===== src/rtl/instr_fetch_unit.sv =====
// Instruction fetch stage: PC, credit-limited imem request issue, in-order response
// buffer with stale-response dropping after redirects, and field split for decode.
module instr_fetch_unit #(
    parameter logic [31:0] RESET_PC = 32'h0000_0000,
    parameter int unsigned DEPTH    = 2
) (
    input  logic        clk,
    input  logic        rst,
    output logic        imem_req_valid,
    input  logic        imem_req_ready,
    output logic [31:0] imem_req_addr,
    input  logic        imem_rsp_valid,
    input  logic [31:0] imem_rsp_data,
    input  logic        redirect_valid,
    input  logic [31:0] redirect_pc,
    input  logic        id_ready,
    output logic        if_valid,
    output logic [31:0] if_pc,
    output logic [31:0] if_instr,
    output logic [5:0]  opcode,
    output logic [4:0]  rs,
    output logic [4:0]  rt,
    output logic [4:0]  rd,
    output logic [4:0]  shamt,
    output logic [5:0]  func,
    output logic [15:0] imm
);

    localparam int unsigned   PW      = (DEPTH > 1) ? $clog2(DEPTH) : 1;
    localparam int unsigned   CW      = $clog2(DEPTH + 1);
    localparam logic [CW-1:0] C_DEPTH = CW'(DEPTH);
    localparam logic [PW-1:0] P_LAST  = PW'(DEPTH - 1);

    logic [31:0]   r_pc;
    logic [31:0]   r_buf_instr [DEPTH];
    logic [31:0]   r_buf_pc    [DEPTH];
    logic [31:0]   r_ifq       [DEPTH];
    logic [PW-1:0] r_rd_ptr;
    logic [PW-1:0] r_wr_ptr;
    logic [PW-1:0] r_ifq_rd;
    logic [PW-1:0] r_ifq_wr;
    logic [CW-1:0] r_count;
    logic [CW-1:0] r_outstanding;
    logic [CW-1:0] r_drop;

    logic w_credit;
    logic w_req;
    logic w_rsp;
    logic w_keep;
    logic w_pop;

    function automatic logic [PW-1:0] ptr_inc(input logic [PW-1:0] p);
        return (p == P_LAST) ? '0 : p + PW'(1);
    endfunction

    // Buffered plus in-flight never exceeds DEPTH, so a returning response always has a slot.
    assign w_credit       = ({1'b0, r_count} + {1'b0, r_outstanding}) < {1'b0, C_DEPTH};
    assign imem_req_valid = !rst && !redirect_valid && w_credit;
    assign imem_req_addr  = r_pc & ~32'd3;

    assign w_req  = imem_req_valid && imem_req_ready;
    assign w_rsp  = imem_rsp_valid && (r_outstanding != '0);
    assign w_keep = w_rsp && (r_drop == '0) && !redirect_valid;
    assign w_pop  = if_valid && id_ready && !redirect_valid;

    always_ff @(posedge clk or posedge rst) begin
        if (rst) begin
            r_pc          <= RESET_PC;
            r_rd_ptr      <= '0;
            r_wr_ptr      <= '0;
            r_ifq_rd      <= '0;
            r_ifq_wr      <= '0;
            r_count       <= '0;
            r_outstanding <= '0;
            r_drop        <= '0;
        end else begin
            if (w_req) r_ifq_wr <= ptr_inc(r_ifq_wr);
            if (w_rsp) r_ifq_rd <= ptr_inc(r_ifq_rd);
            r_outstanding <= r_outstanding + CW'(w_req) - CW'(w_rsp);
            if (redirect_valid) begin
                // Everything still in flight after this edge belongs to the old path.
                r_pc     <= redirect_pc & ~32'd3;
                r_count  <= '0;
                r_rd_ptr <= '0;
                r_wr_ptr <= '0;
                r_drop   <= r_outstanding - CW'(w_rsp);
            end else begin
                if (w_req) r_pc <= r_pc + 32'd4;
                if (w_rsp && (r_drop != '0)) r_drop <= r_drop - CW'(1);
                if (w_keep) r_wr_ptr <= ptr_inc(r_wr_ptr);
                if (w_pop) r_rd_ptr <= ptr_inc(r_rd_ptr);
                r_count <= r_count + CW'(w_keep) - CW'(w_pop);
            end
        end
    end

    always_ff @(posedge clk) begin
        if (w_req) r_ifq[r_ifq_wr] <= imem_req_addr;
        if (w_keep) begin
            r_buf_instr[r_wr_ptr] <= imem_rsp_data;
            r_buf_pc[r_wr_ptr]    <= r_ifq[r_ifq_rd];
        end
    end

    assign if_valid = (r_count != '0);
    assign if_instr = if_valid ? r_buf_instr[r_rd_ptr] : '0;
    assign if_pc    = if_valid ? r_buf_pc[r_rd_ptr] : '0;
    assign opcode   = if_instr[31:26];
    assign rs       = if_instr[25:21];
    assign rt       = if_instr[20:16];
    assign rd       = if_instr[15:11];
    assign shamt    = if_instr[10:6];
    assign func     = if_instr[5:0];
    assign imm      = if_instr[15:0];

endmodule


===== config.mk =====
export PLATFORM = sky130hd
export DESIGN_NAME = instr_fetch_unit
export DESIGN_NICKNAME = d
export VERILOG_FILES = /design/src/rtl/instr_fetch_unit.sv
export SDC_FILE = /design/constraint.sdc
export NUM_CORES = 1
export LEC_CHECK = 0
export BUFFER_PORTS_ARGS = -buffer_cell sky130_fd_sc_hd__buf_4
export CELL_PAD_IN_SITES_DETAIL_PLACEMENT = 0
export CELL_PAD_IN_SITES_GLOBAL_PLACEMENT = 1
export CORE_AREA = 4 4 179 181
export DETAILED_ROUTE_END_ITERATION = 8
export DIE_AREA = 0 0 183 185
export HOLD_SLACK_MARGIN = 0.1
export PLACE_DENSITY_LB_ADDON = 0.3
export REMOVE_ABC_BUFFERS = 1
export SYNTH_ARGS = -nofsm -noshare
export SYNTH_HDL_FRONTEND = slang
export SYNTH_SLANG_ARGS = --single-unit

===== constraint.sdc =====
create_clock -name clk -period 5 [get_ports clk]
set_input_delay 0.5 -clock clk [delete_from_list [all_inputs] [get_ports clk]]
set_output_delay 0.5 -clock clk [all_outputs]
set_load 0.005 [all_outputs]

Word-level counts from Yosys, hierarchy flattened
Memories as Yosys holds them, arrays and structs flattened. Cells that the tools add are included.

$add $sub $neg: 12. $lt $le $gt $ge: 1. Mux-type cells: 19. Reduce and logical (&&, ||, !) cells: 19.

Operator list (number): 2-to-1 mux 32 bit (4); adder 32 x 3 -> 32 bit, second input constant (1); nonzero test 2 bit (7); 2-to-1 mux 1 bit (12); logical AND 1 bit (9); 2-to-1 mux 2 bit (3); subtractor 2 x 1 -> 2 bit (3); adder 1 bit, second input constant (4); adder 2 x 1 -> 2 bit (2); adder 2 x 2 -> 3 bit (1); less-than comparator 3 x 2 -> 1 bit, second input constant (1); zero test 1 bit (2); zero test 2 bit (1); subtractor 2 x 1 -> 2 bit, second input constant (1).

Bits in registers: 42. RAM bits: 188. Input port bits: 70. Output and inout port bits: 146. Word-level logic and storage cells: 62. Memories: 3.

Memory list: r_buf_instr (words 2, width 32, read ports 1, clocked after memory_dff 0, write ports 1, RTL line 35) `logic [31:0] r_buf_instr [DEPTH];`; r_buf_pc (words 2, width 32, read ports 1, clocked after memory_dff 0, write ports 1, RTL line 36) `logic [31:0] r_buf_pc [DEPTH];`; r_ifq (words 2, width 30, read ports 1, clocked after memory_dff 0, write ports 1, RTL line 37) `logic [31:0] r_ifq [DEPTH];`.

Logic depth before layout (Yosys ltp)
Gate-level depths: netlist of the first run.

Depth after elaboration: 7. Gate-level depth with buffers: 11. Mapped depth without buffers: 10.

Worst setup path after synthesis of the first run
No wires, ideal clock.

Path type: input-to-reg. Start point: in redirect_valid. End point: mem r_buf_instr[0][0], enable pin. Arrival time: 3.499 ns. Data required time: 4.518 ns. Slack: 1.019 ns. Cell stages on the path: 4. Cells stage by stage: buf_2 clkinv_1 nand3_1 nor2_1.

Word-level cells in the longest chain between the ends: 4.

RTL lines: from (decl) (RTL line 14) `input logic redirect_valid,`; zero test 1 bit (RTL line 63) `assign w_keep = w_rsp && (r_drop == '0) && !redirect_valid;`; logical AND 1 bit (RTL line 63); 2-to-1 mux 1 bit (RTL line 99) `if (w_keep) begin`; 2-to-1 mux 1 bit (not written as such) (RTL line 100) `r_buf_instr[r_wr_ptr] <= imem_rsp_data;`; to (decl) (RTL line 35).

Every way passes these cells.

Final worst setup path of the first run
Start point: reg r_outstanding[0]. End point: mem r_ifq[0][0] (netlist name), enable pin.

Word-level cells in the longest chain between the ends: 6.

RTL lines: from (decl) (RTL line 43) `logic [CW-1:0] r_outstanding;`; from (signal assigned) (RTL line 79) `r_outstanding <= r_outstanding + CW'(w_req) - CW'(w_rsp);`; adder 2 x 2 -> 3 bit (RTL line 57) `assign w_credit = ({1'b0, r_count} + {1'b0, r_outstanding}) < {1'b0, C_DEPTH};`; less-than comparator 3 x 2 -> 1 bit (RTL line 57); logical AND 1 bit (RTL line 58) `assign imem_req_valid = !rst && !redirect_valid && w_credit;`; logical AND 1 bit (RTL line 61) `assign w_req = imem_req_valid && imem_req_ready;`; 2-to-1 mux 1 bit (RTL line 98) `if (w_req) r_ifq[r_ifq_wr] <= imem_req_addr;`; 2-to-1 mux 1 bit (not written as such) (RTL line 98); to (decl) (RTL line 37).

Every way passes these cells.

==> flow_summary.json, run 1 <==
{
  "hp-class": "input port to asynchronous set/reset pin",
  "ys_ff_latch": 224,
  "arrival_ps": 3440,
  "grt_pass1_vias": 5960,
  "grt_max_degree": 63,
  "tns_ps": 0,
  "status": "complete, no violations",
  "worstMarginPinSlew_ps": 1080,
  "grt_pass1_wl_mm": 34.5,
  "num_rows": 64,
  "wl_mm": 22.7,
  "clk_latency_ps": 520,
  "relSlewSlack": 0.275,
  "p_leak_nw": 4.55,
  "cts_hold_buffers": 0,
  "drtIter0Drc": 379,
  "final_cell_mix": "buf_4, edfxtp_1, nor2_1, mux2i_1, dfrtp_1",
  "routedWlPerCell_um": 18.0,
  "die_area_sq_um": 33900,
  "peakVddDrop_mv": 0.249,
  "startpoint_type": "register",
  "r2r_end": "r_ifq[0][0]",
  "grt_usage": 0.130,
  "antenna_found_initial": 0,
  "setup_viol": 0,
  "maxCapViolCount": 0,
  "ys.flop_type": "edfxtp_1",
  "finalWorstPathRequiredPeriod_ps": 3310,
  "clkTransAtPathRegs_ps": 60,
  "place.gp.congestion": 0.723,
  "design_area_sq_um": 12100,
  "h-tree-depth": 1,
  "fmax_ghz": 0.302,
  "io_pins": 216,
  "cts_resized": 0,
  "clock_sinks": 224,
  "final_common_cell": "buf_4",
  "fin_nets": 924,
  "initial_core_util": 0.317,
  "worstSetupEndpointType": "register",
  "yosys_warnings": 0,
  "crit_fanout": 32,
  "drc": 0,
  "synth_edf_count": 184,
  "fp.dieH_um": 185,
  "crit_required_ps": 5130,
  "cts_setup_buffers": 0,
  "detail_route.vias_per_cell": 4.68,
  "place_area_sq_um": 11300,
  "die_w_um": 183,
  "finalHoldViolations": 0,
  "dp_slack_ps": 1640,
  "cts-root-buf": "clkbuf_16",
  "synthArstFlopShare": 0.179,
  "seq_area_sq_um": 6530,
  "finalCritPeriodShare": 0.662,
  "drt_pass1_iterations": 6,
  "ys_types": 52,
  "layout_setup_ws_ps": 1690,
  "reg2reg_from": "r_outstanding[0]",
  "slew_viol_final": 0,
  "drive_gt1_frac": 0.350,
  "crit_end": "r_ifq[0][0]",
  "netlist_instances": 682,
  "place.port_buffers": 209,
  "antenna_left": 0,
  "overflow": 0,
  "rr_worst_depth": 6,
  "syn_area_sq_um": 9650,
  "antenna_cells": 0,
  "avgSynthCellArea_sq_um": 14.1,
  "startpoint": "r_outstanding[0]",
  "cts_tree": "built",
  "hpwl_mm": 14.5,
  "syn_to_final_growth_pct": 25.5,
  "final.fill_count": 2922,
  "rsz0062_at_grt": "false",
  "clockBufferDepth": 3,
  "multi_input_comb_area_sq_um": 2560,
  "design.core.area_sq_um": 30400,
  "power_per_cell_area_nw_per_um2": 424,
  "finClkSkew_ps": 15.4,
  "worstSetupPathType": "register to register",
  "ys_seq_area_frac": 0.677,
  "cts_buffers": 26,
  "r2r_slack_ps": 1690,
  "vias": 5910
}
[cell type report]
class | count | area share
repair buffers | 217 | 0.136
clock buffers | 35 | 0.0608
well taps | 396 | 0.0409
multi-input cells | 362 | 0.211
flip-flops and latches | 224 | 0.539
inverters | 15 | 0.00465
clock inverters | 13 | 0.00765
[worst min-delay path by stage]
| stage | slack [ps] | start | endpoint | cells past startpoint |
|---|---|---|---|---|
| global route | 140 | imem_rsp_data[4] | r_buf_instr[1][4] | 1 |
| global placement | 530 | r_ifq_wr | r_ifq_wr | 1 |
| detailed placement | 540 | r_ifq_wr | r_ifq_wr | 1 |
| finish | 160 | rst | r_pc[22] | 3 |
| floorplan | 460 | r_ifq_wr | r_ifq_wr | 1 |
| CTS | 140 | imem_rsp_data[14] | r_buf_instr[0][14] | 1 |
[per-layer routing]
metal / vias to the layer above / share of wire / global-route usage
met4: 0 / 0.016 / 0.0346
li1: 2801 / - / -
met3: 25 / 0.064 / 0.0238
met1: 2882 / 0.43 / 0.176
met5: - / 0 / 0
met2: 202 / 0.49 / 0.218
[flip-flops by register name, summed over array words and instances (netlist names)]
register       flops
r_ifq             60
r_ifq_rd           1
r_rd_ptr           1
r_outstanding      2
r_wr_ptr           1
r_buf_pc          60
r_count            2
r_pc              30
r_ifq_wr           1
r_buf_instr       64
r_drop             2
[cell families (layout without fill, tap and decap cells)]
group / Yosys count / after routing / share of synthesized area
other: 1 / 4 / 0.000389
buffers and inverters: 99 / 280 / 0.0627
xor gates and xnor gates: 13 / 13 / 0.0118
adders and majority gates: 8 / 8 / 0.0112
AOI/OAI and AO/OA: 69 / 69 / 0.0484
and+or+nand+nor: 174 / 174 / 0.0876
DFF: 224 / 224 / 0.677
muxes: 94 / 94 / 0.101
[Yosys cell counts (all sizes together) (2+ instances only)]
master  instances  area [sq um]
edfxtp        184          5530
nor2           85           319
buf            73           507
mux2i          64           641
dfrtp          40          1000
nand2          31           119
mux2           30           338
o21ai          21           105
nand3          15          75.1
inv            14          52.6
clkbuf         11          41.3
nand4          11          81.3
xnor2          11          96.3
a21oi          10          50.1
nor4            9          90.1
o311ai          8          70.1
ha              7          87.6
a221o           6          60.1
o211ai          6          45.0
a22oi           5          37.5
a31oi           5          31.3
a32oi           4          35.0
and2            4          27.5
and3            4          25.0
and4            4          35.0
nor3            4          20.0
or3             2          17.5
xor2            2          17.5
[worst max-delay path, cell delays in order, from the launching register on]
cell	delay [ps]
dfrtp_1	400
and2_1	180
fa_1	480
nor4_4	370
and2_4	330
inv_2	290
nor2_4	850
[where the power goes]
part / leakage (nW) / total (mW) / switching, mW / internal (mW)
logic: 1.99 / 0.951 / 0.461 / 0.490
clock network: 0.411 / 1.79 / 0.713 / 1.08
registers: 2.15 / 2.39 / 0.167 / 2.22
total: 4.55 / 5.13 / 1.34 / 3.79
[through the flow]
stage / util / std cells / total power, mW / hold WS (ps)
final: 0.398 / 1262 / 5.13 / 162
after global routing: 0.398 / 1262 / 5.40 / 139
after CTS: 0.398 / 1262 / 5.23 / 135
after detailed placement: 0.371 / 1214 / 3.41 / 536
after global placement: 0.371 / 1214 / 3.39 / 530
after floorplan: - / 601 / 2.90 / 461
(Power assumes the default switching activity.)
==> run 2, diff against run 1 <==
==> constraint.sdc (replaced) <==
create_clock -name clk -period 3.1 [get_ports clk]
set_input_delay 0.31 -clock clk [delete_from_list [all_inputs] [get_ports clk]]
set_output_delay 0.31 -clock clk [all_outputs]
set_load 0.005 [all_outputs]
==> run 2 against run 1 <==
Against the previous run: power up 65%; non-clock buffer count up 73; sequential cell count unchanged; cell area up 5.9%; clock power up 67%; largest power group unchanged; critical path depth up 4; critical path type unchanged; core utilization up 2.3 points; register-to-register slack worse by 1300 ps; critical endpoint is now r_outstanding[1]; sequential share of layout area down 3.0 points.
==> flow_summary.json, run 2 (synthesis results as in run 1) <==
{
  "grt_usage": 0.136,
  "drive_gt1_frac": 0.332,
  "place.gp.congestion": 0.778,
  "largest_reg_flops": 64,
  "worstMarginPinSlew_ps": 779,
  "crit_slowest_cell": "fa_1",
  "syn_to_final_growth_pct": 32.9,
  "vias": 6086,
  "worstSetupPathType": "register to register",
  "wl_mm": 23.4,
  "setup_viol": 0,
  "clockBufferDepth": 3,
  "finalHoldViolations": 0,
  "fmax_ghz": 0.366,
  "drc": 0,
  "finalPower_mw": 8.47,
  "cts_buffers": 25,
  "final_cells": 1333,
  "cts-root-buf": "clkbuf_16",
  "overflow": 0,
  "path_buf_inv": 2,
  "routedWlPerCell_um": 17.6,
  "grt_pass1_vias": 6111,
  "startpoint_type": "register",
  "finalWorstPathRequiredPeriod_ps": 2730,
  "initial_core_util": 0.317,
  "design.core.area_sq_um": 30400,
  "largest-register": "r_buf_instr",
  "hpwl_mm": 15.3,
  "die_area_sq_um": 33900,
  "tns_ps": 0,
  "num_rows": 64,
  "clk_latency_ps": 520,
  "crit_chain": "and2_1 > fa_1 > nor4_4 > and2_4 > inv_2 > ha_1 > inv_1 > ha_1 > xnor2_1 > xnor2_1",
  "relSlewSlack": 0.481,
  "detail_route.vias_per_cell": 4.57,
  "fin_nets": 996,
  "layout_setup_ws_ps": 371,
  "die_w_um": 183,
  "hold_depth": 4,
  "rr_worst_depth": 10,
  "crit_required_ps": 3530,
  "p_leak_nw": 4.86,
  "final_cell_mix": "buf_4, edfxtp_1, nor2_1, mux2i_1, dlygate4sd3_1",
  "worstSetupEndpointType": "register",
  "cp.depth": 10,
  "grt_max_degree": 63,
  "place.port_buffers": 209,
  "drtIter0Drc": 281,
  "cpLargestDelayFamily": "adder cells",
  "dp_slack_ps": 379,
  "fin_util": 0.421,
  "clock_sinks": 224,
  "crit_fanout": 13,
  "cts_tree": "built",
  "status": "complete, no violations",
  "fp.dieH_um": 185,
  "reg.largest.list": "r_buf_instr x64, r_buf_pc x60, r_ifq x60",
  "finalCritPeriodShare": 0.880,
  "maxCapViolCount": 0,
  "drt_pass1_iterations": 4,
  "finClkSkew_ps": 12.4,
  "dp_cells": 1225,
  "design_area_sq_um": 12800,
  "peakVddDrop_mv": 0.445,
  "h-tree-depth": 1,
  "place_area_sq_um": 11400,
  "final_common_cell": "buf_4",
  "power_per_cell_area_nw_per_um2": 661,
  "antenna_cells": 0,
  "rsz0062_at_grt": "false",
  "hp-class": "input port to register",
  "slowest_delay_ps": 470,
  "holdWs_ps": 151,
  "grt_pass1_wl_mm": 36.1,
  "clkTransAtPathRegs_ps": 60,
  "io_pins": 216,
  "antenna_left": 0,
  "arrival_ps": 3160,
  "slew_viol_final": 0,
  "antenna_found_initial": 0
}
## run 2: cell types whose count changed in the layout (fill, tap and decap cells not counted), sizes merged
cell,previous run,this run
dlygate4sd3,0,62
buf,217,228
clkinv,12,8
bufinv,1,4
clkbuf,35,32
clkinvlp,1,2
inv,14,15
## run 2: worst paths after layout
kind                                    endpoint              from  slack, ps
min in group asynchronous               r_pc[12]               rst        470
worst max-delay path            r_outstanding[1]  r_outstanding[0]        370
worst min-delay path                    r_pc[19]   redirect_pc[19]        150
worst min register to register          r_ifq_wr          r_ifq_wr        550
worst max register to register  r_outstanding[1]  r_outstanding[0]        370
max in group asynchronous               r_ifq_rd               rst       1800
## run 2: tightest hold or removal path: cells and delay by family
kind                   cells  cell delay [ps]
buffers and inverters      1               80
AO/OA/AOI/OAI              2              170
AND/OR/NAND/NOR            1               70
## run 2: routing by layer
layer,vias up,GRT usage,routed length [um],share of wire
met5,-,0,0,0
met4,0,0.0414,604,0.026
met3,34,0.0265,1460,0.062
met2,183,0.228,11000,0.47
met1,2917,0.180,10300,0.44
li1,2952,-,-,-
## run 2: cell type report
| cell class | count | area [sq um] |
|---|---|---|
| clock buffers | 32 | 662 |
| clock inverters | 14 | 175 |
| fillers | 2900 | 17600 |
| inverters | 15 | 56.3 |
| multi-input cells | 362 | 2560 |
| flip-flops and latches | 224 | 6530 |
| well taps | 396 | 495 |
| repair buffers | 290 | 2340 |
## run 2: timing repair
action / in CTS / in global routing
setup buffers: 0 / 0
hold buffers: 62 / 0
endpoints found under the hold margin: 107 / 0
resized for setup: 0 / 0
endpoints found under the setup margin: 0 / 0
## run 2: power by group
part	leakage (nW)	total, mW	switching [mW]	internal [mW]
registers	2.15	3.80	0.219	3.58
logic	2.30	1.67	0.816	0.858
clock network	0.404	2.99	1.15	1.84
==> run 3, diff against run 2 <==
--- a/config.mk
+++ b/config.mk
@@ -5,12 +5,13 @@
 export SDC_FILE = /design/constraint.sdc
 export NUM_CORES = 1
 export LEC_CHECK = 0
+export ABC_AREA = 1
 export BUFFER_PORTS_ARGS = -buffer_cell sky130_fd_sc_hd__buf_4
 export CELL_PAD_IN_SITES_DETAIL_PLACEMENT = 0
 export CELL_PAD_IN_SITES_GLOBAL_PLACEMENT = 1
-export CORE_AREA = 4 4 179 181
+export CORE_AREA = 4 4 182 184
 export DETAILED_ROUTE_END_ITERATION = 8
-export DIE_AREA = 0 0 183 185
+export DIE_AREA = 0 0 186 188
 export HOLD_SLACK_MARGIN = 0.1
 export PLACE_DENSITY_LB_ADDON = 0.3
 export REMOVE_ABC_BUFFERS = 1
==> run 3 against run 2 <==
Against the previous run: clock power barely moved; first-iteration DRC count rose by 21%; fmax rose by 11%; clock skew fell by 6.2 ps; wire length rose by 1.5%.
==> flow_summary.json, run 3 <==
{
  "vias": 7013,
  "synthTopCellsByArea": "edfxtp_1, nand2_1, dfrtp_1, buf_4, a21oi_1",
  "design.core.area_sq_um": 31400,
  "initial_core_util": 0.316,
  "clkTransAtPathRegs_ps": 60,
  "overflow": 0,
  "num_rows": 65,
  "place.port_buffers": 209,
  "tns_ps": 0,
  "synth_simple_gate_area_share": 0.191,
  "grt_pass1_wl_mm": 37.1,
  "p_leak_nw": 5.45,
  "intPower_mw": 6.53,
  "antenna_found_initial": 0,
  "synth_compound_area_frac": 0.0521,
  "p_comb_frac": 0.250,
  "yosys.area.top_type_share": 0.557,
  "drc": 0,
  "finalCritPeriodShare": 0.796,
  "r2r_end": "r_ifq[1][28]",
  "min-delay-start": "redirect_pc[20]",
  "worstSetupEndpointType": "output port",
  "drive_gt1_frac": 0.234,
  "relSlewSlack": 0.518,
  "netlist_instances": 952,
  "synth_top_family_by_area": "simple AND/OR/NAND/NOR gates",
  "hpwl_mm": 15.5,
  "syn_area_sq_um": 9930,
  "detail_route.vias_per_cell": 4.37,
  "crit_fanout": 40,
  "setup_viol": 0,
  "reg2reg_from": "r_count[0]",
  "r2r_slack_ps": 800,
  "min_to": "r_pc[20]",
  "yosys_warnings": 0,
  "holdWs_ps": 161,
  "wl_mm": 23.8,
  "clock_sinks": 224,
  "synthMuxAreaShare": 0,
  "rsz0062_at_grt": "false",
  "grt_pass1_vias": 6727,
  "crit_required_ps": 2790,
  "die_area_sq_um": 35000,
  "synthArstFlopShare": 0.179,
  "path_buf_inv": 3,
  "largest-register": "r_buf_instr",
  "seqPwrFrac": 0.426,
  "peakVddDrop_mv": 0.350,
  "cts_buffers": 26,
  "synth-adder-area-share": 0.0108,
  "clock_power_share": 0.324,
  "cts_tree": "built",
  "ys.flop_type": "edfxtp_1",
  "drtIter0Drc": 339,
  "grt_usage": 0.133,
  "maxCapViolCount": 0,
  "synthMostInstantiatedCell": "nand2_1",
  "die_w_um": 186,
  "finClkSkew_ps": 6.21,
  "cpLargestDelayFamily": "buffers and inverters",
  "synth_top_area_cell": "edfxtp_1",
  "fp.dieH_um": 188,
  "hp-class": "input port to register",
  "antenna_left": 0,
  "fmax_ghz": 0.405,
  "ys_types": 33,
  "avgSynthCellArea_sq_um": 10.4,
  "finalPower_mw": 9.24,
  "place.gp.congestion": 0.762,
  "drt_pass1_iterations": 4,
  "cts-root-buf": "clkbuf_16",
  "clk_latency_ps": 520,
  "worstMarginPinSlew_ps": 723,
  "antenna_cells": 0,
  "ys_seq_area_frac": 0.658,
  "final_cell_mix": "nand2_1, buf_4, edfxtp_1, a21oi_1, dlygate4sd3_1",
  "slowest_delay_ps": 410,
  "hold_depth": 5,
  "grt_max_degree": 63,
  "clockBufferDepth": 3,
  "arrival_ps": 2160,
  "synth_common_cells": "nand2_1, edfxtp_1, a21oi_1, buf_4, inv_1",
  "largest_reg_flops": 64,
  "status": "complete, no violations",
  "final_common_cell": "nand2_1",
  "fin_nets": 1259,
  "reg.largest.list": "r_buf_instr x64, r_buf_pc x60, r_ifq x60",
  "crit_slowest_cell": "dfrtp_2",
  "power_per_cell_area_nw_per_um2": 707,
  "routedWlPerCell_um": 14.8,
  "cts_setup_buffers": 0,
  "ys_ff_latch": 224,
  "fin_util": 0.416,
  "startpoint_type": "register",
  "h-tree-depth": 1,
  "p_sw_mw": 2.71,
  "worstSetupPathType": "register to output port",
  "switching_share": 0.293,
  "crit_chain": "inv_2 > buf_12 > nand2_1 > a21oi_1 > buf_4",
  "synth_edf_count": 184,
  "synth_xor_area_frac": 0.00971,
  "finalWorstPathRequiredPeriod_ps": 2470,
  "syn_to_final_growth_pct": 31.7,
  "rr_worst_depth": 7,
  "io_pins": 216,
  "slew_viol_final": 0,
  "finalHoldViolations": 0
}
==> run 3: repair_timing <==
item,in CTS,in global routing
hold buffers,63,0
gates resized for setup,0,0
endpoints found under the hold margin,130,0
==> run 3: per-layer routing <==
metal,vias to the layer above,GRT usage,part of all wire
li1,3563,-,-
met1,3254,0.177,0.45
met2,173,0.230,0.49
met3,23,0.0211,0.049
met4,0,0.0283,0.013
met5,-,0,0
==> run 3: layout make-up <==
class | instances | area [sq um]
clock buffer | 35 | 706
clock inverter | 13 | 141
timing repair buffer | 284 | 2330
fill | 3045 | 18300
multi-input combinational | 590 | 2660
inverter | 55 | 206
tap | 402 | 503
sequential | 224 | 6530
==> run 3: tightest hold or removal path: stages <==
cell and delay (ps):
buf_4 70, nand2_1 80, o21ai_0 90, inv_1 40, nand2_1 50
==> run 3: how the worst max path moves through the flow <==
stage                                   end  depth (start not counted)       start  slack (ps)
after detailed placement       r_ifq[0][20]                          7  r_count[0]         780
after CTS                      if_instr[11]                          5    r_rd_ptr         530
final                          if_instr[11]                          5    r_rd_ptr         630
after floorplan           r_buf_instr[1][0]                          4   r_drop[0]       -2320
after global routing           if_instr[11]                          5    r_rd_ptr         430
after global placement         r_ifq[0][29]                          7  r_count[0]         800
==> run 3: cell families after synthesis <==
| logic type | count (synthesis) |
|---|---|
| DFF | 224 |
| xor gates and xnor gates | 11 |
| and+or+nand+nor | 469 |
| other | 1 |
| buffers and inverters | 141 |
| AOI/OAI and AO/OA | 98 |
| adders and majority gates | 8 |
==> run 3: stage by stage <==
| stage | cell area (sq um) | worst slack [ps] | std cells |
|---|---|---|---|
| after CTS | 13100 | 533 | 1603 |
| final | 13100 | 632 | 1603 |
| after detailed placement | 11600 | 785 | 1492 |
| after floorplan | 9370 | -2320 | 869 |
| after global placement | 11600 | 797 | 1492 |
| after global routing | 13100 | 434 | 1603 |
==> run 3: power by group through the flow <==
stage	sequential, mW	clock [mW]	combinational [mW]
floorplan	4.00	0	1.05
global placement	3.99	0	2.29
detailed placement	4.00	0	2.31
CTS	3.94	3.08	2.38
global route	3.98	3.23	2.62
finish	3.94	2.99	2.31
